==> src/rtl/alu_8bit.sv <==
// Registered 8-bit ALU: ADD/SUB/AND/OR/XOR/NOT/INC/SHR with carry, zero and overflow flags.
// Operands are captured on a rising edge with in_valid; results and flags appear one cycle later.
module alu_8bit #(
  parameter int WIDTH = 8
) (
  input  logic             clk,
  input  logic             rst_n,
  input  logic             in_valid,
  input  logic [WIDTH-1:0] A,
  input  logic [WIDTH-1:0] B,
  input  logic [2:0]       opcode,
  output logic             out_valid,
  output logic [WIDTH-1:0] result,
  output logic             carry,
  output logic             zero,
  output logic             overflow
);

  typedef enum logic [2:0] {
    OP_ADD = 3'b000,
    OP_SUB = 3'b001,
    OP_AND = 3'b010,
    OP_OR  = 3'b011,
    OP_XOR = 3'b100,
    OP_NOT = 3'b101,
    OP_INC = 3'b110,
    OP_SHR = 3'b111
  } op_e;

  logic [WIDTH-1:0] result_next;
  logic             carry_next;
  logic             overflow_next;
  op_e              op;

  assign op = op_e'(opcode);

  // NOTE: every signal written here gets a default first, so no path leaves it unassigned and no latch is inferred.
  always_comb begin
    result_next   = '0;
    carry_next    = 1'b0;
    overflow_next = 1'b0;
    unique case (op)
      OP_ADD: begin
        {carry_next, result_next} = {1'b0, A} + {1'b0, B};
        overflow_next = (A[WIDTH-1] == B[WIDTH-1]) && (result_next[WIDTH-1] != A[WIDTH-1]);
      end
      OP_SUB: begin
        // The 9-bit difference wraps into its top bit exactly when A < B unsigned.
        {carry_next, result_next} = {1'b0, A} - {1'b0, B};
        overflow_next = (A[WIDTH-1] != B[WIDTH-1]) && (result_next[WIDTH-1] != A[WIDTH-1]);
      end
      OP_AND: result_next = A & B;
      OP_OR:  result_next = A | B;
      OP_XOR: result_next = A ^ B;
      OP_NOT: result_next = ~A;
      OP_INC: begin
        {carry_next, result_next} = {1'b0, A} + (WIDTH + 1)'(1);
        overflow_next = !A[WIDTH-1] && result_next[WIDTH-1];
      end
      OP_SHR: begin
        result_next = {1'b0, A[WIDTH-1:1]};
        carry_next  = A[0];
      end
      default: ;
    endcase
  end

  // NOTE: sequential state uses non-blocking assignments so all registers update together from pre-edge values.
  always_ff @(posedge clk or negedge rst_n) begin
    if (!rst_n) begin
      out_valid <= 1'b0;
      result    <= '0;
      carry     <= 1'b0;
      zero      <= 1'b0;
      overflow  <= 1'b0;
    end else begin
      out_valid <= in_valid;
      if (in_valid) begin
        result   <= result_next;
        carry    <= carry_next;
        zero     <= (result_next == '0);
        overflow <= overflow_next;
      end
    end
  end

endmodule

==> config.mk <==
export PLATFORM = sky130hd
export DESIGN_NAME = alu_8bit
export DESIGN_NICKNAME = d
export VERILOG_FILES = /design/src/rtl/alu_8bit.sv
export SDC_FILE = /design/constraint.sdc
export NUM_CORES = 1
export LEC_CHECK = 0
export ABC_AREA = 1
export CAP_MARGIN = 20
export CORE_ASPECT_RATIO = 1.25
export CORE_MARGIN = 2
export CORE_UTILIZATION = 45
export DETAILED_ROUTE_END_ITERATION = 8
export PLACE_DENSITY_LB_ADDON = 0.2
export SETUP_SLACK_MARGIN = 0.02
export SLEW_MARGIN = 40
export SYNTH_ARGS = -nofsm -noshare
export SYNTH_HDL_FRONTEND = slang
export SYNTH_SLANG_ARGS = --single-unit
==> constraint.sdc <==
create_clock -name clk -period 1.6 [get_ports clk]
set_input_delay 0.16 -clock clk [delete_from_list [all_inputs] [get_ports clk]]
set_output_delay 0.16 -clock clk [all_outputs]
set_load 0.02 [all_outputs]
# [Word-level counts from Yosys, hierarchy flattened]
# Cells that the tools add are included.
[totals] register_bits=12 in_bits=22 out_inout_bits=12 elab_cells=32
[op_classes] add_sub_neg=3 eq_ne=11 muxes=3 n_bitwise=4 reduce_logical=6
[op_table] op="$pmux W8 S8" count=1
[op_table] op="$eq A3 B3 Y1 const B" count=4
[op_table] op="$add A8 B1 Y9 const B" count=1
[op_table] op="$add A8 B8 Y9" count=1
[op_table] op="$sub A8 B8 Y9" count=1
[op_table] op="$and A8 B8 Y8" count=1
[op_table] op="$logic_not A8 Y1" count=1
[op_table] op="$not A8 Y8" count=1
[op_table] op="$or A8 B8 Y8" count=1
[op_table] op="$xor A8 B8 Y8" count=1
[op_table] op="$eq A3 B2 Y1 const B" count=2
[op_table] op="$pmux W1 S4" count=1
[op_table] op="$eq A3 B1 Y1 const B" count=1
[op_table] op="$logic_and A1 B1 Y1" count=3
[op_table] op="$logic_not A3 Y1" count=1
[op_table] op="$ne A1 B1 Y1" count=3
[op_table] op="$pmux W1 S3" count=1
[op_table] op="$eq A1 B1 Y1" count=1
[op_table] op="$logic_not A1 Y1" count=1

# [Longest topological paths before layout]
[logic_depth] ltp_word=4 ltp_mapped=15 depth_no_buf=15

# [Least setup slack after synthesis]
# OpenSTA, ideal clock, no wires.
[synth_timing] kind="input to register" from="input port A[4]" to="register zero" setup_ps=117 t_arrival_ps=1438 t_required_ps=1483 slack_ps=44 stages=12 path_buffers=1 cell_sequence="inv_1 -> ha_1 -> buf_4 -> nand2_1 -> inv_1 -> nand4_1 -> o211ai_1 -> or2_2 -> nand3_1 -> nand2_1 -> nand3_1 -> nand2_1"
[synth_between] elab_chain_len=3 elab_cells_between_ends=9 classes_between="3 x add/sub; 1 x mux; 4 x bitwise; 1 x reduce/logical"
[synth_lines] item="start: declaration" line_no="9" text="input logic [WIDTH-1:0] A,"
[synth_lines] item="$add A8 B1 Y9 (tied with other cells)" line_no="57" text="{carry_next, result_next} = {1'b0, A} + (WIDTH + 1)'(1);"
[synth_lines] item="$pmux W8 S8 *" line_no="42" text="unique case (op)"
[synth_lines] item="$logic_not A8 Y1 *" line_no="81" text="zero <= (result_next == '0);"
[synth_lines] item="end signal: assignment" line_no="81"
[synth_lines] item="end: declaration" line_no="15" text="output logic zero,"
# Mark *: on every way between the ends. The rest lies on a longest branch, timed or not.
# A chain may end at the register's enable or synchronous reset.

# [Worst setup path in the final report]
[layout_timing] from="input port A[1]" to="register zero"
# The elaborated chain is that of the path after synthesis.

==> metrics.md <==
| Metric | Value |
|---|---|
| Final Skew | 0 ns |
| Inserted Clock Buffers | 3 |
| Syn_area_per_cell | 6.04 sq um |
| CTS Hold Buffers Added | 0 |
| Clk Tree Root Cell | clkbuf_8 |
| Most frequent cells in the layout | 95 x nand2_1, 78 x buf_4, 31 x nand3_1, 30 x inv_1, 28 x nor2_1 |
| CP startpoint | A[1] |
| Critical register-to-register path endpoint | result[0] |
| Total power | 1.70 mW |
| # DRC | 0 |
| Die area | 5320 sq um |
| Routed wire length | 7490 um |
| Cell area after synthesis | 2140 sq um |
| Synth cell types | 34 |
| Number of cells on the critical path | 13 |
| Multiplexer area fraction after synthesis | 0 |
| Flops & latches, synth | 12 |
| Status | finished, final reports clean |
| Worst r2r src | result[0] |
| Iter 0 DRT Violations | 155 |
| Hold/Removal Path Class | in2async |
| Crit Path Category | in2reg |
| Placed Cells | 516 |
| Pre-CTS setup slack | -0.850 ns |
| GRT overflow | 0 |
| P_leak | 1.81 nW |
| Relative slew slack | 0.638 |
| CP cell instances | buf_2 > inv_4 > fa_2 > inv_2 > nand3_1 > nand2_1 > xor2_1 > nand2_1 > nand2_2 > nand2_1 > nor2_1 > nand3_1 > nand2_1 |
| Worst-Skew Late Latency | 0.24 ns |
| Dpl hpwl | 5740 um |
| Global-route wire length before repair | 11500 um |
| Max Freq | 634 MHz |
| Initial Util | 0.459 |
| Post-synthesis sequential area ratio | 0.141 |
| CP max-delay cell | fa_2 |
| Top FF cell, synth | dfrtp_1 |
| Largest family of logic cells by synthesized area | simple AND/OR/NAND/NOR gates |
| CP top delay family | simple AND/OR/NAND/NOR gates |
| Vias | 2801 |
| Diode count | 0 |
| # IOs | 34 |
| Pins Over Slew Limit | 0 |
| Cell Count, Final, Fillers Out | 530 |
| Worst-path clk slew | 0.05 ns |
| Share of cells above drive strength 1 | 0.411 |
| CTS tree | built |
| Layout Nets | 522 |
| Period utilization | 0.985 |
| Detail Route Antenna Nets | 0 |
| Std cell rows | 28 |
| CP endpoint | zero |
| Simple-gate share of the synthesized area | 0.454 |
| Critical path's largest stage delay | 0.42 ns |
| Required @ worst endpoint | 1.78 ns |
| Drt pass-1 iters | 5 |
| Clock Sinks | 12 |
| XOR/XNOR Fraction of Synth Area | 0.00410 |
| Post-Syn Instances | 354 |
| Max FO, Critical Path | 4 |
| Async S/R FF share, synth | 1.00 |
| Wire length per cell | 14.1 um |
| DIE WIDTH | 65.6 um |
| Reg2Reg Setup Slack | 0.90 ns |
| Post-synth EDFFs | 0 |
| Final Setup Violations | 0 |
| Filler instances | 372 |
| Vias in the first global route | 2613 |
| Htree depth | 1 |
| Placed cell areas | 3060 sq um |
| Max cap viols | 0 |
| R2R cell count | 2 |
| Compound-Gate Fraction of Synth Area | 0.102 |
| Ys Warns | 0 |
| Area Overhead vs Synth | 63.8% |
| Adder-cell share of the synthesized area | 0.171 |
| Crit path DAT | 1.75 ns |
| Power Density | 485 nW/um^2 |
| Antenna violations before repair | 0 |
| GRT Util Overall | 0.281 |
| Most common cell after layout, fill and taps aside | nand2_1 |
| Clk buf depth | 2 |
| Maximum vdd drop | 0.000221 V |
| Pin count of the biggest net entering global routing | 17 |
| CP most frequent cell | nand2_1 |
| Min cycle time layout | 1.58 ns |
| CP Launch Type | primary input |
| RSZ-0062 raised after global routing | true |
| Final worst setup slack | 0.0235 ns |
| Core ar. | 4660 sq um |
| Worst setup EP type | flop |
| Final instance area | 3500 sq um |
| Post-Syn Nets | 404 |
| Slew of the pin with the lowest slew margin | 0.542 ns |
| Final Hold Violating Endpoints | 0 |
| CP bufs+invs | 3 |
| Port bufs | 33 |
| Chip height | 81.0 um |
| Routability congestion estimate | 1.10 |
| DR vias/cell | 5.28 |
-- sequential cells by signal, indices dropped and copies added, names as in the netlist --
signal,count
result,8
zero,1
out_valid,1
carry,1
overflow,1
-- worst min path at each step --
stage / to / depth (start not counted) / slack (ns) / from
final: overflow / 1 / 0.27 / rst_n
after global routing: overflow / 1 / 0.32 / rst_n
after CTS: carry / 1 / 0.29 / rst_n
after detailed placement: overflow / 2 / 0.47 / overflow
after global placement: overflow / 2 / 0.46 / overflow
after floorplan: carry / 0 / -0.14 / rst_n
-- cell usage after synthesis, types with 2 or more instances --
| library cell | instances | area, sq um |
|---|---|---|
| nor2_4 | 3 | 33.8 |
| dfrtp_1 | 12 | 300 |
| o21ai_1 | 6 | 30.0 |
| nand3_1 | 39 | 195 |
| ha_1 | 26 | 325 |
| nand4_1 | 9 | 56.3 |
| nor2_2 | 2 | 12.5 |
| a21boi_0 | 2 | 15.0 |
| buf_4 | 2 | 15.0 |
| o22ai_1 | 2 | 12.5 |
| inv_2 | 7 | 26.3 |
| buf_6 | 4 | 45.0 |
| nand2_1 | 105 | 394 |
| o21ai_0 | 11 | 55.1 |
| inv_1 | 46 | 173 |
| nor3_1 | 4 | 20.0 |
| a21oi_1 | 13 | 65.1 |
| nor2_1 | 37 | 139 |
| fa_1 | 2 | 40.0 |
| nand2_2 | 7 | 43.8 |
| nand3b_1 | 2 | 15.0 |
-- report_power, final --
part,total [mW],switching [mW],internal [mW]
registers,0.361,0.0199,0.341
clock network,0.269,0.103,0.165
logic,1.07,0.567,0.501
total,1.70,0.691,1.01
-- metal layers --
metal | global-route usage | wire length (um) | vias up
met5 | 0 | 0 | -
li1 | - | - | 1365
met4 | 0.173 | 495 | 0
met2 | 0.530 | 3720 | 143
met1 | 0.298 | 2840 | 1237
met3 | 0.0180 | 432 | 56
-- cells by family (layout without fill, tap and decap cells) --
kind of cell | Yosys count | after routing
AND/OR/NAND/NOR | 213 | 213
buffers and inverters | 62 | 178
AO/OA/AOI/OAI | 38 | 38
adder cells (fa/ha/maj) | 28 | 28
flip-flops | 12 | 12
XOR/XNOR | 1 | 1
-- worst register-to-register path: stages, from the launching register on --
cell and delay (ns):
dfrtp_1 0.38, o22ai_1 0.17, inv_1 0.05
-- stage by stage --
stage | hold WS, ns | TNS [ns] | util
finish | 0.274 | 0 | 0.751
global route | 0.321 | -0.149 | 0.751
detailed placement | 0.467 | -6.68 | 0.658
floorplan | -0.136 | 0 | -
global placement | 0.463 | -6.04 | 0.658
CTS | 0.286 | 0 | 0.719
-- repair_timing --
item / 4_1_cts / 5_1_grt
gates cloned: 1 / 0
resized for setup: 89 / 65
setup endpoints to repair: 10 / 6
buffers inserted: 6 / 4
pin swaps: 18 / 38
-- cell type report --
| type | instances | area, sq um | share of cell area |
|---|---|---|---|
| Clock buffer | 3 | 41.3 | 0.0118 |
| Inverter | 54 | 215 | 0.0615 |
| Multi-Input combinational cell | 280 | 1850 | 0.528 |
| Sequential cell | 12 | 300 | 0.0858 |
| Tap cell | 60 | 75.1 | 0.0214 |
| Timing Repair Buffer | 121 | 1020 | 0.292 |
Power figures use the tool's default switching activity.
